File: src/rtl/vec_mul_sequencer_if.sv
// Operand/result bundle for vec_mul_sequencer.
// master: operand source + result consumer; slave: the sequencer.
//   in_valid/in_ready/a_vec/b_vec  operand handshake
//   out_valid/out_ready/out_vec/out_dot  result handshake
//   busy  sequencer is computing or holding a result
interface vec_mul_sequencer_if #(
    parameter int ELEM_W = 8,
    parameter int N_ELEM = 4
);
    localparam int DOT_W = 2 * ELEM_W + $clog2(N_ELEM);
    localparam int VEC_W = N_ELEM * ELEM_W;

    logic             in_valid;
    logic             in_ready;
    logic [VEC_W-1:0] a_vec;
    logic [VEC_W-1:0] b_vec;
    logic             out_valid;
    logic             out_ready;
    logic [VEC_W-1:0] out_vec;
    logic [DOT_W-1:0] out_dot;
    logic             busy;

    modport master (
        output in_valid, a_vec, b_vec, out_ready,
        input  in_ready, out_valid, out_vec, out_dot, busy
    );

    modport slave (
        input  in_valid, a_vec, b_vec, out_ready,
        output in_ready, out_valid, out_vec, out_dot, busy
    );
endinterface

File: src/rtl/vec_mul_sequencer.sv
// Element-wise vector multiplier sharing one multiplier over N_ELEM lanes.
// Ports: clk, rst (sync, active-high), bus (slave side of vec_mul_sequencer_if).
module vec_mul_sequencer #(
    parameter int ELEM_W = 8,
    parameter int N_ELEM = 4
) (
    input logic              clk,
    input logic              rst,
    vec_mul_sequencer_if.slave bus
);
    localparam int DOT_W = 2 * ELEM_W + $clog2(N_ELEM);
    localparam int VEC_W = N_ELEM * ELEM_W;
    localparam int IDX_W = $clog2(N_ELEM);

    typedef enum logic [1:0] {IDLE, MUL, DONE} state_t;

    state_t           state;
    state_t           state_nx;
    logic [IDX_W-1:0] idx;
    logic [VEC_W-1:0] a_reg;
    logic [VEC_W-1:0] b_reg;
    logic [VEC_W-1:0] vec_reg;
    logic [DOT_W-1:0] dot_reg;

    logic [ELEM_W-1:0]   a_el;
    logic [ELEM_W-1:0]   b_el;
    logic [2*ELEM_W-1:0] prod;
    logic                last;

    assign a_el = a_reg[idx*ELEM_W +: ELEM_W];
    assign b_el = b_reg[idx*ELEM_W +: ELEM_W];
    assign prod = {{ELEM_W{1'b0}}, a_el} * {{ELEM_W{1'b0}}, b_el};
    assign last = (idx == IDX_W'(N_ELEM - 1));

    always_ff @(posedge clk) begin
        if (rst) begin
            state <= IDLE;
        end else begin
            state <= state_nx;
        end
    end

    always_comb begin
        state_nx = state;
        unique case (state)
            IDLE:    if (bus.in_valid) state_nx = MUL;
            MUL:     if (last) state_nx = DONE;
            DONE:    if (bus.out_ready) state_nx = IDLE;
            default: state_nx = IDLE;
        endcase
    end

    // Handshake outputs decode the state register only, so neither
    // ready nor valid can loop back through the partner's combinational logic.
    always_comb begin
        bus.in_ready  = 1'b0;
        bus.out_valid = 1'b0;
        bus.busy      = 1'b0;
        unique case (state)
            IDLE: bus.in_ready = 1'b1;
            MUL:  bus.busy     = 1'b1;
            DONE: begin
                bus.out_valid = 1'b1;
                bus.busy      = 1'b1;
            end
            default: bus.in_ready = 1'b0;
        endcase
    end

    always_ff @(posedge clk) begin
        if (rst) begin
            idx     <= '0;
            a_reg   <= '0;
            b_reg   <= '0;
            vec_reg <= '0;
            dot_reg <= '0;
        end else begin
            unique case (state)
                IDLE: begin
                    if (bus.in_valid) begin
                        a_reg   <= bus.a_vec;
                        b_reg   <= bus.b_vec;
                        vec_reg <= '0;
                        dot_reg <= '0;
                        idx     <= '0;
                    end
                end
                MUL: begin
                    vec_reg[idx*ELEM_W +: ELEM_W] <= prod[ELEM_W-1:0];
                    dot_reg <= dot_reg + {{(DOT_W-2*ELEM_W){1'b0}}, prod};
                    idx     <= last ? '0 : idx + 1'b1;
                end
                default: begin
                end
            endcase
        end
    end

    assign bus.out_vec = vec_reg;
    assign bus.out_dot = dot_reg;
endmodule

File: src/flat_wrapper.sv
// flat-port wrapper written by rule: the top's interface ports become plain ports
module vec_mul_sequencer_flat 
#(
    parameter int ELEM_W = 8,
    parameter int N_ELEM = 4
)
  (clk, rst, bus_in_valid, bus_a_vec, bus_b_vec, bus_out_ready, bus_in_ready, bus_out_valid, bus_out_vec, bus_out_dot, bus_busy);
  vec_mul_sequencer_if #(.ELEM_W(ELEM_W), .N_ELEM(N_ELEM)) bus_i ();
  input logic clk;
  input logic rst;
  input wire logic [$bits(bus_i.in_valid)-1:0] bus_in_valid;
  input wire logic [$bits(bus_i.a_vec)-1:0] bus_a_vec;
  input wire logic [$bits(bus_i.b_vec)-1:0] bus_b_vec;
  input wire logic [$bits(bus_i.out_ready)-1:0] bus_out_ready;
  output wire logic [$bits(bus_i.in_ready)-1:0] bus_in_ready;
  output wire logic [$bits(bus_i.out_valid)-1:0] bus_out_valid;
  output wire logic [$bits(bus_i.out_vec)-1:0] bus_out_vec;
  output wire logic [$bits(bus_i.out_dot)-1:0] bus_out_dot;
  output wire logic [$bits(bus_i.busy)-1:0] bus_busy;
  assign bus_i.in_valid = bus_in_valid;
  assign bus_i.a_vec = bus_a_vec;
  assign bus_i.b_vec = bus_b_vec;
  assign bus_i.out_ready = bus_out_ready;
  assign bus_in_ready = bus_i.in_ready;
  assign bus_out_valid = bus_i.out_valid;
  assign bus_out_vec = bus_i.out_vec;
  assign bus_out_dot = bus_i.out_dot;
  assign bus_busy = bus_i.busy;
  vec_mul_sequencer #(.ELEM_W(ELEM_W), .N_ELEM(N_ELEM)) u_core (.clk(clk), .rst(rst), .bus(bus_i));
endmodule
File: config.mk
export PLATFORM = sky130hd
export DESIGN_NAME = vec_mul_sequencer_flat
export DESIGN_NICKNAME = d
export VERILOG_FILES = /design/src/rtl/vec_mul_sequencer_if.sv /design/src/rtl/vec_mul_sequencer.sv /design/src/flat_wrapper.sv
export SDC_FILE = /design/constraint.sdc
export NUM_CORES = 1
export LEC_CHECK = 0
export CORE_MARGIN = 2
export CORE_UTILIZATION = 59
export DETAILED_ROUTE_END_ITERATION = 8
export GPL_TIMING_DRIVEN = 1
export PLACE_DENSITY_LB_ADDON = 0.15
export SYNTH_ARGS = -nofsm -noshare
export SYNTH_HDL_FRONTEND = slang
export SYNTH_SLANG_ARGS = --single-unit
File: constraint.sdc
create_clock -name clk -period 15.6 [get_ports clk]
set_input_delay 2.34 -clock clk [delete_from_list [all_inputs] [get_ports clk]]
set_output_delay 2.34 -clock clk [all_outputs]
set_load 0.01 [all_outputs]
==> results by group <==
Run status
  • Status: completed

Global routing
  • Largest net degree at the start of global routing: 103
  • Vias in the first global route: around 6,400
  • Grt ovf: 0
  • Initial antenna violation count: 0
  • Global-route wire length before repair: 30.6 mm
  • Tot GR Track Use: 29.4%

Synthesis
  • Most area-hungry cell type in the Yosys netlist: dfxtp_1
  • Seq cells post-synth: 118
  • Seq/Total Area, Yosys: a little under a third
  • Syn_area_per_cell: a little under 9 sq um
  • Post-synth ARST share: 0%
  • Compound-Gate Fraction of Synth Area: between 15 and 20%
  • Dominant synthesized flop cell: dfxtp_1
  • Post-synthesis mux area share: 5.35%
  • Yosys cell types: 51
  • Synth area leaders: dfxtp_1 32%, fa_1 10%, ha_1 10%
  • Mapped Area: ~7400 sq um
  • Simple-Gate Fraction of Synth Area: 19.2%
  • Area share of the largest cell type after synthesis: 31.9%
  • Post-Synth Adder-Cell Area: 19.9%
  • Cells after synthesis: 844
  • Largest family of logic cells by synthesized area: adder cells
  • Cell with the most instances after synthesis: nand2_1
  • Ys Warns: 0
  • Post-Synth XOR/XNOR Area: around 2.6%
  • Number of synthesized flops with an enable pin: 0
  • Commonest cells post-synth: 159 x nand2_1, 118 x dfxtp_1, 88 x a21oi_1
  • Syn nets: roughly 1,000

Clock tree
  • Clock Path Buffers: 2
  • H-tree depth: 4
  • Skew-Pair Late Insertion Delay: 0.42 ns
  • TritonCTS Buffers: 17
  • Post-CTS Setup Inserts: 0
  • CTS tree: yes
  • Resize count post-CTS: 0
  • CTS clk-pin slew, worst paths: 0.06 ns
  • Root Driver: clkbuf_16
  • Sink Count: 118
  • Cts hold-fix bufs: 0

Timing
  • Fin Setup TNS: 0 ns
  • Worst Max-Slew Pin Slew: 1.16 ns
  • RSZ-0062 raised after global routing: no
  • Final critical-path share of the clock period: 41.7%
  • Period minus WS final: 6.51 ns
  • Worst rel slew slack: 22.3%
  • Fin. Hold Viols: 0
  • Fin. max-slew vios: 0
  • Clk_skew: about 0.0078 ns
  • Fmax: 0.154 GHz
  • # setup viols final: 0

Place
  • Estimated wirelength of the detail-placed design: 13.7 mm
  • Routability cong.: 0.899
  • Buffers on Ports: 120

Floorplanning
  • Chip height: 116 um
  • # rows: 40
  • Core Region: 12,200 sq um
  • DIE AREA: about 13,000 sq um
  • Ports: approximately 120
  • Initial core utilization: approximately three fifths
  • Die Wd: approximately 120 um

Routing
  • Post-DRT Antenna Nets: 0
  • Drt first pass iters: 5
  • Drt total wl: ~20 mm
  • Avg Vias per Cell: ~5.7
  • Wire per inst: ~17 um
  • DR iter-0 viols: between 400 and 500
  • DRC Markers: 0
  • Vias: around 6,500

Finish
  • Final net count: 1,118
  • Layout cells sized above 1: 6.00%
  • Area occupied by multi-input gates: 4680 sq um
  • FF/Latch Area: 2360 sq um
  • Ant diodes: 0
  • Fin util: roughly 76%
  • Filler instances: 880
  • P&R area growth vs syn: 25.4%

Hold path
  • Worst Hold Class: reg2reg

Pwr
  • Pint: 0.000641 W
  • Pwr Total: 0.000931 W
  • Leak pwr: 4.05 nW
  • Sw Share: between 30 and 40%
  • Combinational share of power: between 20% and 30%
  • Net Sw Power: 0.000290 W
  • Worst IR drop on VDD: ~0.08 mV
  • Sequential share of power: 35.7%
  • Clk pwr share: a little over two fifths
  • PD cells: 100 nW/um^2

Setup path
  • CP Class: reg2reg
  • Nature of the critical path endpoint: flop
  • Crit path largest cell delay: roughly 0.88 ns
  • CP max stage cell: dfxtp_1
  • CP Cell Sequence: mux4_2 -> and2_1 -> fa_1 -> fa_1 -> fa_1 -> inv_1 -> fa_1 -> inv_1 -> ha_1 -> o21ai_0 -> a21oi_1 -> o211ai_1 -> nand2_1 -> xor2_1 -> ha_1 -> a21oi_1 -> o21bai_1 -> a21o_1 -> mux2_8 -> o31a_1 -> nand3_1
  • Critical path required time: around 16 ns
  • CP most frequent cell: fa_1
  • WP data arrival: 6.81 ns
  • Bufs and invs on worst path: 2
  • Worst Setup Start Kind: flop
  • Crit-path max FO: 20
  • Top delay family on crit path: adder cells

Run
  • Max-Cap Viols: 0
metrics by stage:
step / cells / area, sq um / setup slack [ns] / hold WS, ns
detailed placement: 1103 / 8720 / 9.12 / 0.447
global placement: 1103 / 8720 / 9.22 / 0.441
finish: 1135 / 9300 / 9.09 / 0.456
floorplan: 844 / 7410 / 9.43 / 0.433
CTS: 1135 / 9300 / 9.07 / 0.455
global route: 1135 / 9300 / 8.61 / 0.479
final timing paths:
kind,from,end,slack (ns),cells past startpoint
setup reg to reg,u_core.idx[1]$_SDFFE_PP0P_,u_core.bus.out_dot[16]$_SDFFE_PP0P_,9.09,21
setup / recovery,u_core.idx[1]$_SDFFE_PP0P_,u_core.bus.out_dot[16]$_SDFFE_PP0P_,9.09,21
hold / removal,u_core.b_reg[0]$_SDFFE_PP0P_,u_core.b_reg[0]$_SDFFE_PP0P_,0.46,2
hold reg to reg,u_core.b_reg[0]$_SDFFE_PP0P_,u_core.b_reg[0]$_SDFFE_PP0P_,0.46,2
power by group through the flow:
stage                     clock, W  sequential, W  combinational, W
after floorplan                  0       0.000334          0.000141
after global placement           0       0.000337          0.000198
after detailed placement         0       0.000338          0.000204
after CTS                 0.000393       0.000332          0.000206
after global routing      0.000407       0.000334          0.000229
final                     0.000392       0.000332          0.000206
placed cells by master (no fill, tap or decap), types with 16 or more instances in the layout:
cell	instances
nand2_1	158
clkdlybuf4s50_1	119
dfxtp_1	118
a21oi_1	88
inv_1	64
ha_1	59
and2_1	54
nor2_1	54
fa_1	37
a22oi_1	27
a22o_1	19
clkbuf_16	17
mux4_2	16
kinds of logic after synthesis:
kind of cell,count (synthesis)
mux,18
simple gates,308
buf+inv,97
fa+ha+maj,96
xor+xnor,22
compound gates,185
flops,118
area by class of cell:
class / instances / area share, %
Clock inverter: 11 / 1.35
Clock buffer: 21 / 4.84
Inverter: 64 / 2.58
Sequential cell: 118 / 25.4
Timing Repair Buffer: 124 / 13.2
Tap cell: 168 / 2.26
Multi-Input combinational cell: 629 / 50.4
worst reg2reg max path, stage by stage (launching register included):
cell	delay, ns
dfxtp_1	0.88
mux4_2	0.50
and2_1	0.22
fa_1	0.51
fa_1	0.53
fa_1	0.56
inv_1	0.06
fa_1	0.53
inv_1	0.04
ha_1	0.33
o21ai_0	0.22
a21oi_1	0.10
o211ai_1	0.23
nand2_1	0.09
xor2_1	0.14
ha_1	0.36
a21oi_1	0.29
o21bai_1	0.11
a21o_1	0.22
mux2_8	0.25
o31a_1	0.12
nand3_1	0.08
metal layers:
metal / part of all wire [%] / global-route usage [%] / vias to the layer above
li1: - / - / 3093
met1: 43 / 38.8 / 3164
met2: 49 / 47.9 / 192
met3: 5.8 / 6.75 / 37
met4: 2.0 / 10.0 / 0
met5: 0 / 0 / -
(Power assumes the default switching activity.)
